$ cat config.mk
export PLATFORM = sky130hd
export DESIGN_NAME = fp32_tap_accum
export DESIGN_NICKNAME = d
export VERILOG_FILES = /design/src/rtl/fp32_tap_accum.sv
export SDC_FILE = /design/constraint.sdc
export NUM_CORES = 1
export LEC_CHECK = 0
export ABC_AREA = 1
export CAP_MARGIN = 20
export CORE_MARGIN = 2
export CORE_UTILIZATION = 40
export CTS_BUF_LIST = sky130_fd_sc_hd__clkbuf_4
export DETAILED_ROUTE_END_ITERATION = 16
export HOLD_SLACK_MARGIN = 0.06
export SETUP_SLACK_MARGIN = 0.15
export SLEW_MARGIN = 15
export SYNTH_ARGS = -nofsm -noshare
export SYNTH_HDL_FRONTEND = slang
export SYNTH_SLANG_ARGS = --single-unit
$ cat constraint.sdc
create_clock -name clk -period 18.96 [get_ports clk]
set_input_delay 2.844 -clock clk [delete_from_list [all_inputs] [get_ports clk]]
set_output_delay 2.844 -clock clk [all_outputs]
set_load 0.02 [all_outputs]
$ cat src/rtl/fp32_tap_accum.sv
// Serial FP32 tap accumulator: sums NTAPS tap products per frame through a
// single registered FP32 adder whose output is fed back as the running sum.
// One term per clock, back-to-back frames, one-entry output register.

// Single-precision add/sub with a registered result.
// Numerics: exp==0 operands are used as-is (no hidden bit), mantissa
// alignment and normalisation truncate, underflow flushes to +0,
// exp>=255 saturates to signed Inf, and a zero result is always +0.
module fp32_adder_sub_comb (
    input  logic        clk,
    input  logic        rstn,
    input  logic        valid_in,
    input  logic        op,
    input  logic [31:0] dina,
    input  logic [31:0] dinb,
    output logic        valid_out,
    output logic [31:0] result
);
    logic        sa, sb;
    logic [7:0]  ea, eb;
    logic [23:0] ma, mb;
    logic        swap;
    logic        sl, ss;
    logic [7:0]  el, es, ediff;
    logic [23:0] ml, ms, ms_sh;
    logic [24:0] sum;
    logic [4:0]  lz;
    logic [23:0] man;
    logic [9:0]  eres;
    logic [31:0] res_d;

    // Unpack, align the smaller magnitude, add/sub, normalise, pack.
    always_comb begin
        sa    = dina[31];
        sb    = dinb[31] ^ op;
        ea    = dina[30:23];
        eb    = dinb[30:23];
        ma    = {|ea, dina[22:0]};
        mb    = {|eb, dinb[22:0]};
        swap  = {eb, mb} > {ea, ma};
        sl    = swap ? sb : sa;
        ss    = swap ? sa : sb;
        el    = swap ? eb : ea;
        es    = swap ? ea : eb;
        ml    = swap ? mb : ma;
        ms    = swap ? ma : mb;
        ediff = el - es;
        ms_sh = ms >> ediff;
        if (sl == ss) sum = {1'b0, ml} + {1'b0, ms_sh};
        else          sum = {1'b0, ml} - {1'b0, ms_sh};
        lz = 5'd24;
        for (int i = 0; i < 24; i++) begin
            if (sum[i]) lz = 5'(23 - i);
        end
        if (sum[24]) begin
            man  = sum[24:1];
            eres = {2'b00, el} + 10'd1;
        end else begin
            man  = sum[23:0] << lz;
            eres = {2'b00, el} - {5'b00000, lz};
        end
        if (sum == 25'd0 || eres[9] || eres == 10'd0) res_d = 32'h0;
        else if (eres >= 10'd255)                     res_d = {sl, 8'hFF, 23'h0};
        else                                          res_d = {sl, eres[7:0], man[22:0]};
    end

    // Result and valid registers; the result updates every cycle.
    always_ff @(posedge clk or negedge rstn) begin
        if (!rstn) begin
            result    <= 32'h0;
            valid_out <= 1'b0;
        end else begin
            result    <= res_d;
            valid_out <= valid_in;
        end
    end
endmodule

module fp32_tap_accum #(
    parameter int NTAPS = 8,
    parameter int CNT_W = 3
) (
    input  logic        clk,
    input  logic        rstn,
    input  logic        in_valid,
    output logic        in_ready,
    input  logic [31:0] in_data,
    input  logic        in_neg,
    input  logic        flush,
    output logic        out_valid,
    input  logic        out_ready,
    output logic [31:0] out_data,
    output logic        busy
);
    localparam logic [CNT_W-1:0] LAST = CNT_W'(NTAPS - 1);

    logic [CNT_W-1:0] cnt_q, cnt_d;
    logic             fin_pend_q;
    logic             out_valid_q;
    logic [31:0]      out_data_q;
    logic             acc, is_last;
    logic [31:0]      term, dina, dinb, sum;
    logic             add_vld_unused;

    assign is_last   = (cnt_q == LAST);
    // The last term may only go in when the output register will be free
    // by the time its sum is ready to be captured.
    assign in_ready  = !flush && (!is_last || !out_valid_q || out_ready);
    assign acc       = in_valid && in_ready;
    assign term      = {in_data[31] ^ in_neg, in_data[30:0]};
    assign out_valid = out_valid_q;
    assign out_data  = out_data_q;
    assign busy      = (cnt_q != '0);

    // Adder operand mux: a new frame starts from +0, bubbles add +0 to hold the sum.
    always_comb begin
        dina = acc ? term : 32'h0;
        dinb = (acc && cnt_q == '0) ? 32'h0 : sum;
    end

    // Term counter: wraps on the last term, cleared by flush.
    always_comb begin
        cnt_d = cnt_q;
        if (flush)        cnt_d = '0;
        else if (acc)     cnt_d = is_last ? '0 : cnt_q + 1'b1;
    end

    fp32_adder_sub_comb u_add (
        .clk       (clk),
        .rstn      (rstn),
        .valid_in  (acc),
        .op        (1'b0),
        .dina      (dina),
        .dinb      (dinb),
        .valid_out (add_vld_unused),
        .result    (sum)
    );

    // Frame control and output register; a capture wins over a same-cycle drain.
    always_ff @(posedge clk or negedge rstn) begin
        if (!rstn) begin
            cnt_q       <= '0;
            fin_pend_q  <= 1'b0;
            out_valid_q <= 1'b0;
            out_data_q  <= 32'h0;
        end else begin
            cnt_q      <= cnt_d;
            fin_pend_q <= acc && is_last;
            if (fin_pend_q) begin
                out_data_q  <= sum;
                out_valid_q <= 1'b1;
            end else if (out_ready) begin
                out_valid_q <= 1'b0;
            end
        end
    end
endmodule
* Yosys cells after proc, flatten, opt, wreduce, memory -nomap -nowiden
Cells that the tools add are included.
Widths: inputs -> output; s select.
** Operators by class
- Add/subtract/negate cells :: 6
- Multipliers :: 0
- Divide/modulo/power cells :: 0
- Order comparisons :: 2
- Equal/unequal tests :: 2
- Shift-type cells :: 2
- Mux-type cells :: 42
- Bitwise logic cells :: 1
- Reduce and logical (&&, ||, !) cells :: 19
** Operators by type and width (count)
- $mux 32 :: 3
- $mux 5 :: 16
- $mux 24 :: 2
- $gt 32x32->1 :: 1
- $mux 4 :: 8
- $mux 31 :: 1
- $add 24x24->25 :: 1
- $logic_not 25->1 :: 1
- $mux 25 :: 1
- $sub 24x24->25 :: 1
- $shl 24x5->23 :: 1
- $shr 24x8->24 :: 1
- $mux 23 :: 1
- $mux 8 :: 2
- $reduce_or 8->1 :: 2
- $ge 10x8->1 const B :: 1
- $logic_not 10->1 :: 1
- $mux 10 :: 1
- $add 8x1->9 const B :: 1
- $mux 3 :: 3
- $sub 8x5->9 :: 1
- $sub 8x8->8 :: 1
- $logic_and 1x1->1 :: 4
- $logic_or 1x1->1 :: 4
- 9 further kinds :: 15
** Storage, ports and cells
- Flip-flop bits (word level) :: 69
- Latch bits :: 0
- Bits in writable memories :: 0
- Memory bits (read-only) :: 0
- Bits of input ports :: 38
- Output and inout port bits :: 35
- Logic and storage cells :: 79
- Memories kept :: 0

* Longest topological paths before layout
Gate-level depths: netlist (run 1).
- Word-level depth :: 44
- Mapped depth :: 95
- Gate-level depth less buffers :: 90

* By module
A second synthesis (run 1) with hierarchy kept.
** Unflattened totals
- Cells, all modules :: 1777
- Area, all modules :: 10522.6 µm²
** Modules (own cells, without submodules)
- fp32_adder_sub_comb :: times used 1, cells an instance 1471, area an instance 8429.3 µm², sequential area each 825.8 µm²
- fp32_tap_accum :: times used 1, cells an instance 306, area an instance 2093.3 µm², sequential area each 925.9 µm²

* Worst setup path before layout (run 1)
OpenSTA, ideal clock, no wires.
- Path kind :: input to register
- Start :: input out_ready
- End :: register u_add.result[22]
- Setup time :: 116 ps
- Arrival time :: 12831 ps
- Required time :: 18844 ps
- Setup slack :: 6013 ps
- Cell stages on the path :: 78
- Path buffers :: 4
- Cell sequence :: inv_1 -> a31oi_1 -> and2_1 -> buf_2 -> nand3_1 -> buf_2 -> nand2_1 -> inv_1 -> or4_1 -> ha_1 -> nand2_1 -> nor2_1 -> nand4_1 -> nor3_4 -> nand4_4 -> nand2_4 -> nand2_1 -> nand2_1 -> [42 not listed] -> xor2_1 -> nand3_1 -> nor2_1 -> inv_1 -> nor2_1 -> inv_1 -> ha_1 -> a21oi_1 -> nand3_1 -> xor2_1 -> nand3_1 -> nand2_1 -> nand2_1 -> nor2_2 -> nand2_4 -> buf_6 -> nand3b_1 -> nor2_1
** On the way
- Longest elaborated chain between the ends :: 41
- Elaborated cells on any way between the ends :: 57
- Those cells by class :: 5 x add/sub; 2 x order compare; 1 x eq/ne; 2 x shift; 37 x mux; 10 x reduce/logical
** Ends and longest elaborated chain
- start, declared :: line 91 : input logic out_ready,
- $logic_or 1x1->1 * :: line 108 : assign in_ready = !flush && (!is_last || !out_valid_q || out_ready);
- $logic_and 1x1->1 * :: line 108
- named net in_ready :: line 86 : output logic in_ready,
- $logic_and 1x1->1 * :: line 109 : assign acc = in_valid && in_ready;
- $logic_and 1x1->1 :: line 118 : dinb = (acc && cnt_q == '0) ? 32'h0 : sum;
- $mux 32 :: line 118
- $reduce_or 8->1 :: line 39 : mb = {|eb, dinb[22:0]};
- $gt 32x32->1 :: line 40 : swap = {eb, mb} > {ea, ma};
- [5 not listed]
- $mux 4 (8 in a row) :: line 53 : if (sum[i]) lz = 5'(23 - i);
- $mux 5 (16 in a row) :: line 53
- $sub 8x5->9 :: line 60 : eres = {2'b00, el} - {5'b00000, lz};
- $mux 10 :: line 55 : if (sum[24]) begin
- $ge 10x8->1, or another cell as far along :: line 63 : else if (eres >= 10'd255) res_d = {sl, 8'hFF, 23'h0};
- $mux 31 or $logic_or 1x1->1 (tied branches) :: line 63, 62
- $mux 32 * :: line 62 : if (sum == 25'd0 || eres[9] || eres == 10'd0) res_d = 32'h0;
- named net u_add.res_d[22] :: line 30 : logic [31:0] res_d;
- end signal, assigned :: line 73 : result <= res_d;
- end, declared :: line 17 : output logic [31:0] result
The timed path passes the listed nets; every way through them passes the cells marked *.
A chain may end at the register's enable or synchronous reset.

* Final worst setup path (run 1)
- Start :: input out_ready
- End :: register u_add.result[0]
** On the way
- Longest elaborated chain between the ends :: 41
- Elaborated cells on any way between the ends :: 57
- Those cells by class :: 5 x add/sub; 2 x order compare; 1 x eq/ne; 2 x shift; 37 x mux; 10 x reduce/logical
** Ends and longest elaborated chain (line)
- $logic_or 1x1->1 * :: 108
- $logic_and 1x1->1 * :: 108
- $logic_and 1x1->1 * :: 109
- $logic_and 1x1->1 :: 118
- $mux 32 :: 118
- $reduce_or 8->1 :: 39
- $gt 32x32->1 :: 40
- $mux 8, on equally long branches :: 43, 44
- [4 not listed]
- $mux 4 (8 in a row) :: 53
- $mux 5 (16 in a row) :: 53
- $sub 8x5->9 :: 60
- $mux 10 :: 55
- $ge 10x8->1, or another cell as far along :: 63
- $mux 31 or $logic_or 1x1->1 (tied branches) :: 63, 62
- $mux 32 * :: 62
- named net u_add.res_d[0] :: 30
Marks and branches as above.

==> results of run 1 <==
-- synth_stat cells, types with 3 or more instances --
master | instances | share of area
a21oi_1 | 60 | 0.030
a22oi_1 | 9 | 0.0068
a31oi_1 | 3 | 0.0019
and2_1 | 3 | 0.0019
buf_1 | 6 | 0.0023
buf_2 | 13 | 0.0066
buf_4 | 4 | 0.0030
buf_6 | 10 | 0.011
clkbuf_1 | 46 | 0.017
clkinv_1 | 3 | 0.0011
dfrtp_1 | 69 | 0.17
ha_1 | 68 | 0.086
inv_1 | 162 | 0.061
inv_2 | 5 | 0.0019
nand2_1 | 595 | 0.22
nand2_2 | 20 | 0.013
nand2_4 | 5 | 0.0057
nand3_1 | 212 | 0.11
nand3_2 | 7 | 0.0071
nand3b_1 | 16 | 0.012
nand4_1 | 25 | 0.016
nor2_1 | 114 | 0.043
nor2_2 | 4 | 0.0025
nor3_1 | 7 | 0.0035
o211ai_1 | 7 | 0.0053
o21a_1 | 3 | 0.0023
o21ai_0 | 144 | 0.073
o21ai_1 | 3 | 0.0015
o22ai_1 | 3 | 0.0019
xnor2_1 | 16 | 0.014
xor2_1 | 38 | 0.034
-- state kept, by name, indices dropped and copies added (netlist names) --
register / count
out_data: 32
u_add.result: 32
cnt_q: 3
fin_pend_q: 1
out_valid: 1
-- per-stage QoR --
step                instances  setup WS, ps
floorplan                1709          6010
global placement         2035          1760
detailed placement       2036          1360
CTS                      2051          1820
global route             2053           814
finish                   2053          2240
-- layout make-up --
cell class,count,area (sq um),area share
clock buffers,9,67.6,0.00618
diodes,1,2.50,0.000229
flip-flops and latches,69,1730,0.158
well taps,324,405,0.0371
repair buffers,83,813,0.0744
clock inverters,6,111,0.0102
inverters,170,638,0.0584
multi-input cells,1391,7170,0.656
-- worst register-to-register path, delay by kind of cell (launching register included) --
family | cells | cell delay (ps)
and+or+nand+nor | 37 | 6250
buffers and inverters | 11 | 2500
xor gates and xnor gates | 2 | 430
adders and majority gates | 7 | 3380
AOI/OAI and AO/OA | 9 | 1610
DFF | 1 | 420
-- per-layer routing --
metal	vias to the layer above	global-route usage	share of wire
li1	5586	-	-
met1	5039	0.387	0.47
met2	351	0.434	0.45
met3	55	0.0195	0.056
met4	0	0.0771	0.027
met5	-	0	0
-- how the worst min path moves through the flow --
stage / from / to / slack [ps]
3_5_place_dp: out_data[12] / out_data[12] / 460
4_1_cts: out_data[12] / out_data[12] / 490
6_report: out_data[18] / out_data[18] / 480
2_1_floorplan: u_add.result[10] / out_data[10] / 450
5_1_grt: out_data[28] / out_data[28] / 510
3_3_place_gp: out_data[18] / out_data[18] / 450
-- logic make-up (layout without fill, tap and decap cells) --
| family | count (synthesis) | in the layout | share of synthesized area |
|---|---|---|---|
| other | 0 | 1 | 0 |
| xor gates and xnor gates | 55 | 55 | 0.0493 |
| and+or+nand+nor | 1022 | 1022 | 0.450 |
| AOI/OAI and AO/OA | 242 | 242 | 0.130 |
| DFF | 69 | 69 | 0.174 |
| buffers and inverters | 249 | 268 | 0.105 |
| muxes | 2 | 2 | 0.00202 |
| adders and majority gates | 70 | 70 | 0.0897 |
==> out/metrics.cfg, run 1 <==
[finish]
nets = 1832
final_cell_mix = 595 x nand2_1, 212 x nand3_1, 162 x inv_1, 144 x o21ai_0, 114 x nor2_1
syn2layout_area_growth_pct = 10.1
drive_gt1_frac = 0.0463
final_common_cell = nand2_1
fill_cells = 2724
stdcell_area_sq_um = 10900
fin_util = 0.450

[sta]
period_share = 0.882
finalHoldViolations = 0
worst_clock_skew_ps = 14.2
fmax_ghz = 0.0598
drv_slew = 0
period_minus_slack_ps = 16720
maxSlewHeadroom = 0.303
fin_setup_tns_ps = 0
whs_ps = 482
finalSetupViolations = 0
tightest_slew_ps = 1030
rsz0062_at_grt = no

[hold_path]
hold_path_class = reg2reg
whs_path_depth = 2

[drt]
firstDrtPassIters = 6
drt-initial-drc-count = 1217
postRouteAntennaNets = 0
num_vias = 11000
drt-wirelength-per-cell_um = 17.4
drc_errors = 0
vias_per_cell = 5.37
routed_wl_um = 35800

[critical_path]
crit_path_start_kind = input pin
critPathCaptureType = register
reg2reg_depth = 66
crit_slowest_cell = ha_1
cp_max_fo = 64
cp-endpoint = u_add.result[0]
cp.arrival_ps = 17010
crit_top_cell = nand2_1
required_ps = 19250
critPathLaunch = out_ready
r2r_start = cnt_q[0]
crit_family = simple AND/OR/NAND/NOR gates
max_stage_delay_ps = 930
crit_cells = 66
r2r_setup_slack_ps = 4260
cp_num_buf_inv = 13
path_class = in2reg
rr_endpoint = u_add.result[0]

[floorplanning]
fp.dieArea_sq_um = 26100
rows = 57
initial_core_util = 0.408
die_h_um = 162
ioPinCount = 73
core_sq_um = 24300
die_w_um = 162

[yosys]
synth_ff_type = dfrtp_1
syn-num-nets = 1817
netlist_area_sq_um = 9930
async_reset_ff_frac = 1.00
ys_ff_latch = 69
yosys_warnings = 0
synth_cell_types = 51
yosysSeqAreaShare = 0.174
synthCells = 1709
syn_area_per_cell_sq_um = 5.81
synth_edf_count = 0

[clocking]
cts_hold_buf = 0
cts_tree = built
insertion_delay_ps = 430
cts_buffer_depth = 2
clock-root-buffer = clkbuf_4
cts_setup_buffers = 0
cts.repair.resized = 0
clock_sinks = 69
path_clk_slew_ps = 120
cts_made_buffers = 9
htree_levels = 3

[run_status]
status = finished, final reports clean

[grt]
first_global_vias = 9970
grt_max_degree = 70
grt_pass1_wl_um = 54900
antenna_found_initial = 1
track_usage = 0.269
grt_overflow_total = 0

[placement]
placed_cell_area_sq_um = 10700
gp_congestion = 0.975
port_buffers = 72
dpl.hpwl_um = 29000

[job]
cap_violations = 0

Power of run 1 is not shown: default switching activity piles up to over one toggle a cycle in this logic, so the estimate is an artifact.
==> run 2: changes to the inputs <==
--- a/config.mk
+++ b/config.mk
@@ -7,7 +7,7 @@
 export LEC_CHECK = 0
 export ABC_AREA = 1
 export CAP_MARGIN = 20
-export CORE_MARGIN = 2
+export CORE_MARGIN = 3
 export CORE_UTILIZATION = 40
 export CTS_BUF_LIST = sky130_fd_sc_hd__clkbuf_4
 export DETAILED_ROUTE_END_ITERATION = 16
@@ -17,3 +17,4 @@
 export SYNTH_ARGS = -nofsm -noshare
 export SYNTH_HDL_FRONTEND = slang
 export SYNTH_SLANG_ARGS = --single-unit
+export TNS_END_PERCENT = 1
==> run 2 against run 1 <==
Net effect: maximum frequency up 1.2%; clock skew up 2.3 ps; cell count unchanged; via count up 1.3%; final area down 0.51%; hold slack worse by 1.2 ps; clock-buffer cell count up 1; critical path depth up 13; routed wire length up 1.8%.
==> out/metrics.cfg, run 2 (same netlist as run 1, synthesis figures left out) <==
[floorplanning]
die_h_um = 164  ; was 162 um
ioPinCount = 73  ; unchanged
die_w_um = 164  ; was 162 um
fp.dieArea_sq_um = 26700  ; was 26,100 sq um
rows = 57  ; unchanged
initial_core_util = 0.407  ; was 0.408
core_sq_um = 24400  ; was 24,300 sq um

[job]
cap_violations = 0  ; unchanged

[sta]
period_share = 0.871  ; was 0.882
finalHoldViolations = 0  ; unchanged
fin_setup_tns_ps = 0  ; unchanged
period_minus_slack_ps = 16510  ; was 16,720 ps
maxSlewHeadroom = 0.335  ; was 0.303
finalSetupViolations = 0  ; unchanged
drv_slew = 0  ; unchanged
tightest_slew_ps = 995  ; was 1030 ps
rsz0062_at_grt = no  ; unchanged
fmax_ghz = 0.0606  ; was 0.0598 GHz
whs_ps = 481  ; was 482 ps
worst_clock_skew_ps = 16.5  ; was 14.2 ps

[grt]
first_global_vias = 10100  ; was 9,970
antenna_found_initial = 0  ; was 1
grt_max_degree = 70  ; unchanged
track_usage = 0.268  ; was 0.269
grt_overflow_total = 0  ; unchanged
grt_pass1_wl_um = 56200  ; was 54,900 um

[drt]
firstDrtPassIters = 7  ; was 6
drc_errors = 0  ; unchanged
drt-initial-drc-count = 1141  ; was 1,217
postRouteAntennaNets = 0  ; unchanged
vias_per_cell = 5.44  ; was 5.37
routed_wl_um = 36400  ; was 35,800 um
drt-wirelength-per-cell_um = 17.7  ; was 17.4 um
num_vias = 11200  ; was 11.0k

[clocking]
path_clk_slew_ps = 110  ; was 120 ps
clock-root-buffer = clkbuf_4  ; unchanged
cts_tree = built  ; unchanged
htree_levels = 3  ; unchanged
cts_buffer_depth = 2  ; unchanged
cts_made_buffers = 9  ; unchanged
cts_setup_buffers = 0  ; unchanged
clock_sinks = 69  ; unchanged
insertion_delay_ps = 430  ; about the same
cts.repair.resized = 0  ; unchanged
cts_hold_buf = 0  ; unchanged

[critical_path]
critPathCaptureType = register  ; unchanged
crit_path_start_kind = input pin  ; unchanged
reg2reg_depth = 79  ; was 66
cp_max_fo = 64  ; unchanged
crit_top_cell = nand2_1  ; unchanged
cp.arrival_ps = 16800  ; was 17,010 ps
crit_slowest_cell = nand2_1  ; was ha_1
r2r_setup_slack_ps = 4450  ; was 4260 ps
required_ps = 19250  ; about the same
max_stage_delay_ps = 730  ; was 930 ps
path_class = in2reg  ; unchanged

[finish]
nets = 1832  ; unchanged
diodes = 0  ; was 1
final_cell_mix = 595 x nand2_1, 211 x nand3_1, 162 x inv_1, 144 x o21ai_0, 114 x nor2_1  ; was 595 x nand2_1, 212 x nand3_1, 162 x inv_1, 144 x o21ai_0, 114 x nor2_1
fill_cells = 2725  ; was 2,724
syn2layout_area_growth_pct = 9.55  ; was 10.1%
final_common_cell = nand2_1  ; unchanged
stdcell_area_sq_um = 10900  ; about the same
drive_gt1_frac = 0.0474  ; was 0.0463

[placement]
gp_congestion = 0.987  ; was 0.975
port_buffers = 72  ; unchanged
dpl.hpwl_um = 29200  ; was 29,000 um
placed_cell_area_sq_um = 10700  ; about the same

[hold_path]
hold_path_class = reg2reg  ; unchanged
whs_path_depth = 2  ; unchanged

[run_status]
status = finished, final reports clean  ; unchanged

[run 2: area by class of cell]
cell class | instances | area [sq um] | share of cell area
inverter | 170 | 638 | 0.0587
timing repair buffer | 83 | 818 | 0.0752
sequential | 69 | 1730 | 0.159
tap | 324 | 405 | 0.0373
multi-input combinational | 1391 | 7170 | 0.659
clock buffer | 10 | 75.1 | 0.00690
clock inverter | 6 | 40.0 | 0.00368
[run 2: layer usage]
layer | GRT usage | wire, um | vias up
met5 | 0 | 0 | -
met2 | 0.430 | 16400 | 428
met3 | 0.0193 | 2100 | 49
met1 | 0.390 | 16900 | 5106
met4 | 0.0715 | 987 | 0
li1 | - | - | 5588
[run 2: worst max-delay path, delay by kind of cell]
| family | cells | cell delay [ps] |
|---|---|---|
| AO/OA/AOI/OAI | 10 | 1570 |
| buffers and inverters | 11 | 1740 |
| adder cells (fa/ha/maj) | 6 | 1560 |
| XOR/XNOR | 2 | 590 |
| AND/OR/NAND/NOR | 50 | 8440 |
[run 2: final timing paths]
check                             start               end
max                           out_ready  u_add.result[20]
min reg2reg                out_data[19]      out_data[19]
min                        out_data[19]      out_data[19]
max reg2reg                    cnt_q[0]  u_add.result[20]
max in group asynchronous          rstn      out_data[17]
min in group asynchronous          rstn       out_data[5]
[run 2: through the flow]
step	util	std cells	setup slack, ps
final	0.446	2053	2450
after global routing	0.446	2053	945
after CTS	0.445	2052	2210
after detailed placement	0.440	2036	1760
after global placement	0.440	2036	1970
after floorplan	-	1709	6010
Power of run 2 is left out for the same reason.
